## src/rtl/eth_rx_bank_ctrl.sv

```systemverilog
`default_nettype none
// ============================================================================
// Module      : eth_rx_bank_ctrl
// Description : Two-bank receive buffer controller. It selects the bank the
//               receiver writes, commits or discards each frame, and hands
//               completed frames to the CPU in arrival order.
// Revision    : 1.0 - initial release
// ============================================================================
module eth_rx_bank_ctrl #(
    parameter int MIN_LEN = 14,
    parameter int MAX_LEN = 1536
) (
    input  logic        clk,
    input  logic        rst,
    input  logic        ss,
    input  logic        wr_stb,
    input  logic        n_inhibit,
    input  logic        cpu_release,
    output logic        recv_ena,
    output logic        wr_bank,
    output logic        rd_bank,
    output logic        frame_avail,
    output logic [10:0] rd_len,
    output logic [7:0]  overrun_cnt
);

    localparam logic [10:0] MIN_LEN_W = 11'(MIN_LEN);
    localparam logic [10:0] MAX_LEN_W = 11'(MAX_LEN);
    localparam logic [10:0] CNT_SAT   = 11'h7FF;

    typedef enum logic [1:0] {
        IDLE   = 2'd0,
        ARMED  = 2'd1,
        RECV   = 2'd2,
        COMMIT = 2'd3
    } state_t;

    state_t      state;
    state_t      state_next;
    logic        ss_q;
    logic        rise;
    logic        fall;
    logic [1:0]  full;
    logic [1:0]  full_next;
    logic [10:0] len [2];
    logic        wr_bank_next;
    logic [10:0] byte_cnt;
    logic        drop;
    logic        accept;
    logic        release_ok;

    assign rise        = ss & ~ss_q;
    assign fall        = ~ss & ss_q;
    assign frame_avail = full[rd_bank];
    assign rd_len      = len[rd_bank];

    always_comb begin
        state_next   = state;
        recv_ena     = 1'b0;
        accept       = 1'b0;
        release_ok   = cpu_release & full[rd_bank];
        full_next    = full;
        wr_bank_next = wr_bank;
        case (state)
            IDLE: begin
                if (!full[wr_bank]) state_next = ARMED;
            end
            ARMED: begin
                recv_ena = 1'b1;
                if (rise) state_next = RECV;
            end
            RECV: begin
                recv_ena = 1'b1;
                if (fall) state_next = COMMIT;
            end
            COMMIT: begin
                recv_ena = 1'b1;
                accept   = !drop && (byte_cnt >= MIN_LEN_W) && (byte_cnt <= MAX_LEN_W);
            end
            default: state_next = IDLE;
        endcase
        if (accept) begin
            full_next[wr_bank] = 1'b1;
            wr_bank_next       = ~wr_bank;
        end
        if (release_ok) full_next[rd_bank] = 1'b0;
        // A release in the commit cycle may free the bank we move on to.
        if (state == COMMIT) state_next = full_next[wr_bank_next] ? IDLE : ARMED;
    end

    always_ff @(posedge clk) begin
        if (rst) begin
            state       <= IDLE;
            ss_q        <= 1'b0;
            full        <= 2'b00;
            len         <= '{default: '0};
            wr_bank     <= 1'b0;
            rd_bank     <= 1'b0;
            byte_cnt    <= '0;
            drop        <= 1'b0;
            overrun_cnt <= '0;
        end else begin
            state   <= state_next;
            ss_q    <= ss;
            full    <= full_next;
            wr_bank <= wr_bank_next;
            if (accept)     len[wr_bank] <= byte_cnt;
            if (release_ok) rd_bank      <= ~rd_bank;
            case (state)
                IDLE: begin
                    if (rise && overrun_cnt != 8'hFF) overrun_cnt <= overrun_cnt + 8'd1;
                end
                ARMED: begin
                    if (rise) begin
                        byte_cnt <= '0;
                        drop     <= 1'b0;
                    end
                end
                RECV: begin
                    if (wr_stb && byte_cnt != CNT_SAT) byte_cnt <= byte_cnt + 11'd1;
                    if (!n_inhibit) drop <= 1'b1;
                end
                default: ;
            endcase
        end
    end

endmodule
`default_nettype wire

```

## config.mk

```make
export PLATFORM = sky130hd
export DESIGN_NAME = eth_rx_bank_ctrl
export DESIGN_NICKNAME = d
export VERILOG_FILES = /design/src/rtl/eth_rx_bank_ctrl.sv
export SDC_FILE = /design/constraint.sdc
export NUM_CORES = 1
export LEC_CHECK = 0
export ABC_AREA = 1
export BUFFER_PORTS_ARGS = -buffer_cell sky130_fd_sc_hd__buf_2
export CAP_MARGIN = 20
export CORE_ASPECT_RATIO = 0.5
export CORE_MARGIN = 8
export CORE_UTILIZATION = 55
export DETAILED_ROUTE_END_ITERATION = 8
export PLACE_DENSITY = 0.76
export SLEW_MARGIN = 20
export SYNTH_ARGS = -nofsm -noshare
export SYNTH_HDL_FRONTEND = slang
export SYNTH_SLANG_ARGS = --single-unit
export TNS_END_PERCENT = 30
```

## constraint.sdc

```tcl
create_clock -name clk -period 3.5 [get_ports clk]
set_clock_uncertainty 0.1 [all_clocks]
set_input_delay 0.35 -clock clk [delete_from_list [all_inputs] [get_ports clk]]
set_output_delay 0.35 -clock clk [all_outputs]
set_load 0.02 [all_outputs]
```

==> results of run 1 <==
metrics by stage:
stage               setup WS, ns  hold slack (ns)  power (mW)  cell area (um2)  utilization, %
finish                     1.100           0.1667       1.285             2685           62.18
global route              0.8666           0.2217       1.374             2685           62.18
CTS                        1.098           0.1578       1.298             2685           62.18
detailed placement         1.121           0.3662      0.9459             2591           60.01
global placement           1.343           0.3614      0.9342             2591           60.01
floorplan                  1.657           0.3191      0.8772             2429               -
logic make-up (layout without fill, tap and decap cells):
family / count (synthesis) / in the layout / synth area share [%]
flip-flops: 49 / 49 / 40.39
adder cells (fa/ha/maj): 11 / 11 / 5.667
AO/OA/AOI/OAI: 81 / 81 / 17.31
AND/OR/NAND/NOR: 142 / 142 / 25.19
XOR/XNOR: 6 / 6 / 2.164
buffers and inverters: 58 / 83 / 9.273
cells in the mapped netlist, types with 2 or more instances:
| cell type | number |
|---|---|
| nand2_1 | 79 |
| dfxtp_1 | 49 |
| inv_1 | 45 |
| a21oi_1 | 39 |
| o21ai_0 | 36 |
| nor2_1 | 30 |
| nand3_1 | 18 |
| ha_1 | 11 |
| clkbuf_1 | 9 |
| xor2_1 | 5 |
| nand4_1 | 3 |
| nor3_1 | 3 |
| nand2_2 | 2 |
| o21ai_1 | 2 |
report_power, final:
| group | switching [mW] | total [mW] | internal (mW) | leakage (nW) |
|---|---|---|---|---|
| sequential | 0.0365 | 0.625 | 0.588 | 0.396 |
| clock | 0.208 | 0.352 | 0.145 | 0.0447 |
| combinational | 0.214 | 0.308 | 0.0944 | 0.773 |
| total | 0.458 | 1.29 | 0.827 | 1.21 |
worst reg2reg max path, stage by stage (launching register included):
cell and delay (ns):
dfxtp_1 0.36, inv_1 0.17, ha_1 0.17, o21ai_0 0.07, a21oi_1 0.25, and2_1 0.20
ha_1 0.60, o21ai_0 0.23, a21oi_1 0.19
metal layers:
metal  global-route usage (%)  vias up  routed length, um  share of wire [%]
met2                    25.11       48               2383                 43
li1                         -     1156                  -                  -
met4                    5.008        0                 50               0.89
met5                        0        -                  0                  0
met3                    3.909        5                435                7.8
met1                    22.63     1040               2728                 49
cell type report:
| class | instances | area, um2 | area share, % |
|---|---|---|---|
| clock buffer | 5 | 68.82 | 2.563 |
| clock inverter | 3 | 25.02 | 0.9320 |
| timing repair buffer | 28 | 140.1 | 5.219 |
| tap | 57 | 71.32 | 2.656 |
| sequential | 49 | 980.9 | 36.53 |
| multi-input combinational | 240 | 1222 | 45.53 |
| inverter | 47 | 176.4 | 6.570 |
registers in the layout, summed over array words and instances, names as in the netlist:
| signal | cells |
|---|---|
| full | 2 |
| state | 2 |
| byte_cnt | 11 |
| len | 22 |
| rd_bank | 1 |
| drop | 1 |
| wr_bank | 1 |
| overrun_cnt | 8 |
| ss_q | 1 |
worst max path at each step:
stage	cells after the start	slack (ns)	to	startpoint
5_1_grt	8	0.87	len[19]	byte_cnt[0]
4_1_cts	8	1.10	len[19]	byte_cnt[0]
2_1_floorplan	12	1.66	state[0]	byte_cnt[0]
3_3_place_gp	8	1.34	len[11]	byte_cnt[0]
3_5_place_dp	8	1.12	len[19]	byte_cnt[0]
6_report	8	1.10	len[19]	byte_cnt[0]
layout by cell type (no fill, tap or decap), types with 2 or more instances in the layout:
| cell type | Yosys | layout |
|---|---|---|
| a21oi_1 | 39 | 39 |
| buf_2 | 0 | 28 |
| clkbuf_8 | 0 | 5 |
| dfxtp_1 | 49 | 49 |
| ha_1 | 11 | 11 |
| inv_1 | 45 | 45 |
| nand2_1 | 79 | 79 |
| nand2_2 | 2 | 2 |
| nand3_1 | 18 | 18 |
| nand4_1 | 3 | 3 |
| nor2_1 | 30 | 30 |
| nor3_1 | 3 | 3 |
| o21ai_0 | 36 | 36 |
| o21ai_1 | 2 | 2 |
| xor2_1 | 5 | 5 |
==> results.py, run 1 <==
metrics = {
    "cells_and_area": {
        "num_antenna_cells": 0,
        "area_growth_pct": 10.56,
        "drive_gt1_share_pct": 12.10,
        "fill_cells": 424,
        "final_nets": 388,
        "final_cells": 429,
    },
    "floorplan": {
        "die_y_um": 62.99,
        "die_w_um": 110.0,
        "core_um2": 4318,
        "die_area_um2": 6927,
        "start_util_pct": 56.24,
        "ios": 29,
        "rows": 17,
    },
    "power": {
        "ir_drop_uv": 212.0,
        "total_leakage_power_nw": 1.214,
        "p_per_area_nw_per_um2": 478.6,
    },
    "timing": {
        "tightest_slew_ns": 0.7785,
        "setup_viol": 0,
        "post-route-min-period_ns": 2.400,
        "setup_tns_ns": 0,
        "drv_slew": 0,
        "hold_viol": 0,
        "rsz0062_at_grt": "false",
        "fmax_ghz": 0.4167,
        "slew_headroom_pct": 48.04,
        "finalCritPeriodShare_pct": 68.57,
    },
    "logic_synthesis": {
        "synth_area_leaders": "dfxtp_1, nand2_1, a21oi_1, o21ai_0, inv_1",
        "synthesis.nets": 364,
        "ys_warn_count": 0,
        "yosysUniqueCellTypes": 30,
        "synth_area_um2": 2429,
        "ys_ff_latch": 49,
        "synth_largest_area_cell": "dfxtp_1",
        "yosysTopAreaCellShare_pct": 40.39,
        "ys_seq_area_share_pct": 40.39,
        "synth-edff-count": 0,
        "async_reset_ff_share_pct": 0,
        "synth_area_per_cell_um2": 6.999,
        "synthCells": 347,
        "synth-main-ff-cell": "dfxtp_1",
    },
    "critical_path": {
        "arrival_ns": 2.54,
        "critical-path-top-delay-family": "adder cells",
        "path_max_fanout": 22,
        "start_kind": "register",
        "cp_slowest_cell": "ha_1",
        "r2r_slack_ns": 1.10,
        "worstReg2RegEnd": "len[19]",
        "path_class": "reg2reg",
        "crit_chain": "inv_1 > ha_1 > o21ai_0 > a21oi_1 > and2_1 > ha_1 > o21ai_0 > a21oi_1",
        "r2r_start": "byte_cnt[0]",
        "cp.buffers_inverters": 1,
        "rr_worst_depth": 8,
        "worst_setup_path_end_kind": "register",
        "cpPeakStageDelay_ns": 0.60,
        "required_ns": 3.64,
    },
    "min_path": {
        "hp-start": "ss",
        "hold_depth": 3,
        "hold_class": "in2reg",
        "min_to": "ss_q",
    },
    "clocking": {
        "cts_root_buf": "clkbuf_8",
        "clkTransAtPathRegs_ns": 0.10,
        "cts-hold-fix-buffers": 0,
        "cts_buffers": 5,
        "post-cts-setup-buffers": 0,
        "cts_buffer_depth": 2,
        "cts_tree": "yes",
        "htreeDepth": 2,
        "cts-resized-gates": 0,
        "clock_sinks": 49,
        "clock_latency_ns": 0.31,
    },
    "placement": {
        "dp.cells": 421,
        "portBuffers": 28,
        "dpl.hpwl_mm": 4.136,
        "place.gp.congestion": 0.9241,
    },
    "run": {
        "cap_viol_max_count": 0,
    },
    "global_routing": {
        "grt_pass1_vias": 2119,
        "grt_pass1_wl_mm": 9.411,
        "grt_overflow": 0,
        "antenna_found_initial": 0,
        "globalRouteTotalUtil_pct": 16.63,
        "grt_max_degree": 32,
    },
    "route": {
        "drc": 0,
        "dr_total_vias": 2249,
        "drt_first_pass_iters": 4,
        "drt_wl_total_mm": 5.597,
        "viasPerCell": 5.242,
        "drt-initial-drc-count": 143,
        "wl_per_cell_um": 13.05,
        "postRouteAntennaNets": 0,
    },
    "status": {
        "status": "complete, no violations",
    },
}
(Power assumes the default switching activity.)
==> run 2, diff against run 1 <==
Clock period 3.5 ns to 2.3 ns, I/O delays scaled along.
==> run 2 against run 1 <==
  * Utilization grew 1.0 points
  * Die area unchanged
  * Maximum frequency increased by 15%
  * Worst setup slack got worse by 0.89 ns
  * Clock power rose by 45%
  * Count of clock-buffer cells in the layout increased by 1
  * Global-route usage is 0.17 points higher
  * Register-to-register slack worse by 0.89 ns
  * Wire length is 0.71% higher
  * Critical path depth is 4 higher
  * Highest routed layer unchanged
  * First-iteration DRC count increased by 15%
==> results.py, run 2 (synthesis results as in run 1) <==
metrics = {
    "status": {
        "status": "complete, no violations",
    },
    "critical_path": {
        "arrival_ns": 2.23,
        "required_ns": 2.44,
        "crit_top_cell": "inv_1",
        "path_max_fanout": 6,
        "cpPeakStageDelay_ns": 0.41,
        "worst_setup_path_end_kind": "register",
        "cp_slowest_cell": "dfxtp_1",
        "start_kind": "register",
        "path_class": "reg2reg",
        "crit_chain": "inv_1 > ha_1 > o21ai_0 > a21oi_1 > and2_1 > ha_2 > inv_1 > nand2_1 > inv_1 > nand2_1 > nand3_1 > a21oi_1",
    },
    "placement": {
        "place.gp.congestion": 0.9157,
        "dpl.hpwl_mm": 4.155,
        "portBuffers": 28,
        "placed_area_um2": 2636,
        "dp.cells": 427,
    },
    "timing": {
        "setup_viol": 0,
        "slew_headroom_pct": 71.23,
        "hold_viol": 0,
        "fmax_ghz": 0.4779,
        "rsz0062_at_grt": "true",
        "finalCritPeriodShare_pct": 90.97,
        "post-route-min-period_ns": 2.092,
        "drv_slew": 0,
        "tightest_slew_ns": 0.4310,
    },
    "cells_and_area": {
        "num_antenna_cells": 0,
        "final_area_um2": 2729,
        "final_nets": 394,
        "final_cells": 435,
        "drive_gt1_share_pct": 14.02,
        "final_cell_mix": "nand2_1, dfxtp_1, inv_1",
        "max_flop_register": "len",
        "top_regs": "len x22, byte_cnt x11, overrun_cnt x8",
        "area_growth_pct": 12.36,
        "final_common_cell": "nand2_1",
        "largest_register_ffs": 22,
    },
    "min_path": {
        "hold_class": "in2reg",
    },
    "route": {
        "drc": 0,
        "wl_per_cell_um": 12.96,
        "viasPerCell": 5.216,
        "postRouteAntennaNets": 0,
        "drt_first_pass_iters": 4,
        "dr_total_vias": 2269,
        "drt-initial-drc-count": 164,
        "drt_wl_total_mm": 5.637,
    },
    "floorplan": {
        "die_w_um": 110.0,
        "ios": 29,
        "die_y_um": 62.99,
        "die_area_um2": 6927,
        "rows": 17,
        "core_um2": 4318,
        "start_util_pct": 56.24,
    },
    "power": {
        "swShare_pct": 35.25,
        "p_seq_share_pct": 48.9,
        "p_int_mw": 1.263,
        "ir_drop_uv": 350.6,
        "p_clk_share_pct": 26.2,
        "p_per_area_nw_per_um2": 714.8,
        "switchingPower_mw": 0.6876,
        "power_frac_comb_pct": 24.9,
        "total_leakage_power_nw": 1.242,
    },
    "clocking": {
        "clkTransAtPathRegs_ns": 0.09,
        "clock_sinks": 49,
        "cts_buffer_depth": 2,
        "post-cts-setup-buffers": 0,
        "htreeDepth": 2,
        "cts_buffers": 5,
        "cts-resized-gates": 0,
        "cts_tree": "yes",
        "cts_root_buf": "clkbuf_8",
        "clock_latency_ns": 0.30,
        "cts-hold-fix-buffers": 0,
    },
    "global_routing": {
        "globalRouteTotalUtil_pct": 16.80,
        "grt_max_degree": 31,
        "antenna_found_initial": 0,
        "grt_pass1_vias": 2094,
        "grt_overflow": 0,
        "grt_pass1_wl_mm": 9.411,
    },
    "run": {
        "cap_viol_max_count": 0,
    },
}
==> run 2: worst max-delay path, delay by kind of cell, from the launching register on <==
kind | cells | cell delay (ns)
buffers and inverters | 3 | 0.22
adders and majority gates | 2 | 0.56
AOI/OAI and AO/OA | 3 | 0.37
and+or+nand+nor | 4 | 0.36
DFF | 1 | 0.41
==> run 2: final timing paths <==
path / slack, ns / cells after the start / from / end
worst min register to register: 0.38 / 2 / drop / drop
worst max register to register: 0.21 / 12 / byte_cnt[0] / state[0]
worst max-delay path: 0.21 / 12 / byte_cnt[0] / state[0]
worst min-delay path: 0.05 / 3 / ss / ss_q
==> run 2: routing by layer <==
metal	global-route usage [%]	part of all wire (%)
met5	0	0
met4	6.010	1.0
met3	4.527	8.1
met2	24.67	43
met1	22.75	48
==> run 2: area by class of cell <==
cell class,instances,area [um2]
multi-input combinational,240,1227
tap,57,71.32
timing repair buffer,34,185.2
clock buffer,6,72.57
sequential,49,982.2
clock inverter,2,13.76
fill,392,1589
inverter,47,176.4
==> run 2: stage by stage <==
step	utilization [%]	setup TNS [ns]	total power [mW]	hold WS, ns	worst slack (ns)
final	63.20	0	1.951	0.04997	0.2077
after global routing	63.20	-0.01638	2.069	0.09548	-0.01638
after CTS	63.05	0	1.959	0.04559	0.03940
after detailed placement	61.05	0	1.450	0.3638	0.07847
after global placement	61.05	0	1.424	0.3580	0.1834
after floorplan	-	0	1.335	0.1991	0.4572
==> run 2: power by group through the flow <==
stage / clock [mW] / sequential (mW) / combinational (mW)
6_report: 0.511 / 0.953 / 0.486
5_1_grt: 0.561 / 0.963 / 0.545
4_1_cts: 0.525 / 0.949 / 0.485
3_5_place_dp: 0 / 0.969 / 0.481
3_3_place_gp: 0 / 0.966 / 0.458
2_1_floorplan: 0 / 0.967 / 0.368
==> run 3, diff against run 2 <==
Settings changed: CORE_ASPECT_RATIO 0.5 to 1.25.
Clock period 2.3 ns to 2.7 ns, I/O delays scaled along.
==> run 3 against run 2 <==
  * Hold slack better by 0.043 ns
  * Wire length fell by 6.9%
  * Clock power grew 20%
  * Via count is 2.7% lower
  * Count of clock-buffer cells in the layout shrank 1
  * Die area is 1.7% lower
  * Global-route usage is 0.45 points lower
  * Register-to-register slack improved by 0.23 ns
  * Highest routed layer unchanged
==> results.py, run 3 (synthesis results as in run 1) <==
metrics = {
    "status": {
        "status": "complete, no violations",
    },
    "route": {
        "drt_wl_total_mm": 5.246,
        "drc": 0,
        "drt_first_pass_iters": 4,
        "drt-initial-drc-count": 114,
        "postRouteAntennaNets": 0,
        "dr_total_vias": 2208,
        "wl_per_cell_um": 12.09,
        "viasPerCell": 5.088,
    },
    "critical_path": {
        "path_class": "reg2reg",
        "worst_setup_path_end_kind": "register",
        "arrival_ns": 2.40,
        "required_ns": 2.84,
        "start_kind": "register",
        "path_max_fanout": 22,
    },
    "power": {
        "p_int_mw": 1.254,
        "total_leakage_power_nw": 1.258,
        "p_clk_share_pct": 33.8,
        "p_total_mw": 1.820,
        "power_frac_comb_pct": 21.8,
        "p_seq_share_pct": 44.4,
        "ir_drop_uv": 409.8,
        "swShare_pct": 31.09,
        "switchingPower_mw": 0.5657,
        "p_per_area_nw_per_um2": 660.2,
    },
    "cells_and_area": {
        "final_cell_mix": "nand2_1, dfxtp_1, inv_1",
        "area_growth_pct": 13.50,
        "top_regs": "len x22, byte_cnt x11, overrun_cnt x8",
        "drive_gt1_share_pct": 13.03,
        "num_antenna_cells": 0,
        "final_common_cell": "nand2_1",
        "largest_register_ffs": 22,
        "final_nets": 392,
        "max_flop_register": "len",
    },
    "timing": {
        "drv_slew": 0,
        "slew_headroom_pct": 58.59,
        "fmax_ghz": 0.4425,
        "post-route-min-period_ns": 2.260,
        "finalCritPeriodShare_pct": 83.70,
        "whs_ns": 0.09261,
        "setup_slack_ns": 0.4400,
        "setup_viol": 0,
        "tightest_slew_ns": 0.6211,
        "hold_viol": 0,
        "setup_tns_ns": 0,
        "rsz0062_at_grt": "false",
    },
    "clocking": {
        "cts_tree": "yes",
        "cts_root_buf": "clkbuf_8",
        "cts_buffers": 5,
        "clock_sinks": 49,
        "clkTransAtPathRegs_ns": 0.09,
        "htreeDepth": 2,
        "cts-hold-fix-buffers": 0,
        "clock_latency_ns": 0.30,
        "post-cts-setup-buffers": 0,
        "cts_buffer_depth": 2,
        "cts-resized-gates": 0,
    },
    "floorplan": {
        "start_util_pct": 56.16,
        "die_y_um": 90.30,
        "die_area_um2": 6811,
        "rows": 27,
        "core_um2": 4324,
        "die_w_um": 75.44,
        "ios": 29,
    },
    "placement": {
        "place.gp.congestion": 0.8770,
        "place_ws_ns": 0.4851,
        "portBuffers": 28,
        "dpl.hpwl_mm": 3.903,
    },
    "global_routing": {
        "globalRouteTotalUtil_pct": 16.35,
        "antenna_found_initial": 0,
        "grt_pass1_wl_mm": 8.887,
        "grt_overflow": 0,
        "grt_pass1_vias": 1991,
        "grt_max_degree": 31,
    },
    "run": {
        "cap_viol_max_count": 0,
    },
    "min_path": {
        "hold_class": "in2reg",
    },
}
-- run 3: cell types whose count changed in the layout (fill, tap and decap cells not counted), sizes merged --
cell,before,now
buf,34,32
bufinv,0,2
clkbuf,6,5
inv,47,46
-- run 3: layout make-up --
cell class / instances / area, um2
tap: 58 / 72.57
multi-input combinational: 240 / 1222
sequential: 49 / 980.9
clock inverter: 3 / 65.06
inverter: 47 / 176.4
clock buffer: 5 / 68.82
fill: 427 / 1568
timing repair buffer: 32 / 170.2
-- run 3: power groups by stage --
stage / logic [mW] / clock network, mW / registers, mW
6_report: 0.397 / 0.614 / 0.808
5_1_grt: 0.472 / 0.658 / 0.816
4_1_cts: 0.401 / 0.628 / 0.809
3_5_place_dp: 0.398 / 0 / 0.825
3_3_place_gp: 0.393 / 0 / 0.822
2_1_floorplan: 0.313 / 0 / 0.824
-- run 3: worst paths after layout --
path / start / end / cells after the start / slack [ns]
max: byte_cnt[0] / len[17] / 8 / 0.44
min: ss / ss_q / 3 / 0.09
max reg2reg: byte_cnt[0] / len[17] / 8 / 0.44
min reg2reg: drop / drop / 2 / 0.38
-- run 3: routing by layer --
layer  part of all wire, %  global-route usage, %  wire (um)  vias up
li1                      -                      -          -     1169
met5                     0                      0          0        -
met1                    45                  19.88       2358      993
met4                   1.7                  6.592         87        0
met3                   4.3                  3.667        228        9
met2                    49                  26.50       2572       37
-- run 3: critical path, stage by stage, from the launching register on --
cell and delay [ns]:
dfxtp_1 0.35, inv_1 0.16, ha_1 0.16, o21ai_0 0.07, a21oi_1 0.25, and2_1 0.19, ha_1 0.56, o21ai_0 0.19
a21oi_1 0.16
-- run 3: through the flow --
| stage | util (%) | instances | instance area, um2 |
|---|---|---|---|
| after floorplan | - | 347 | 2429 |
| after global placement | 60.65 | 426 | 2623 |
| after detailed placement | 60.65 | 426 | 2623 |
| after CTS | 63.74 | 434 | 2756 |
| after global routing | 63.74 | 434 | 2756 |
| final | 63.74 | 434 | 2756 |
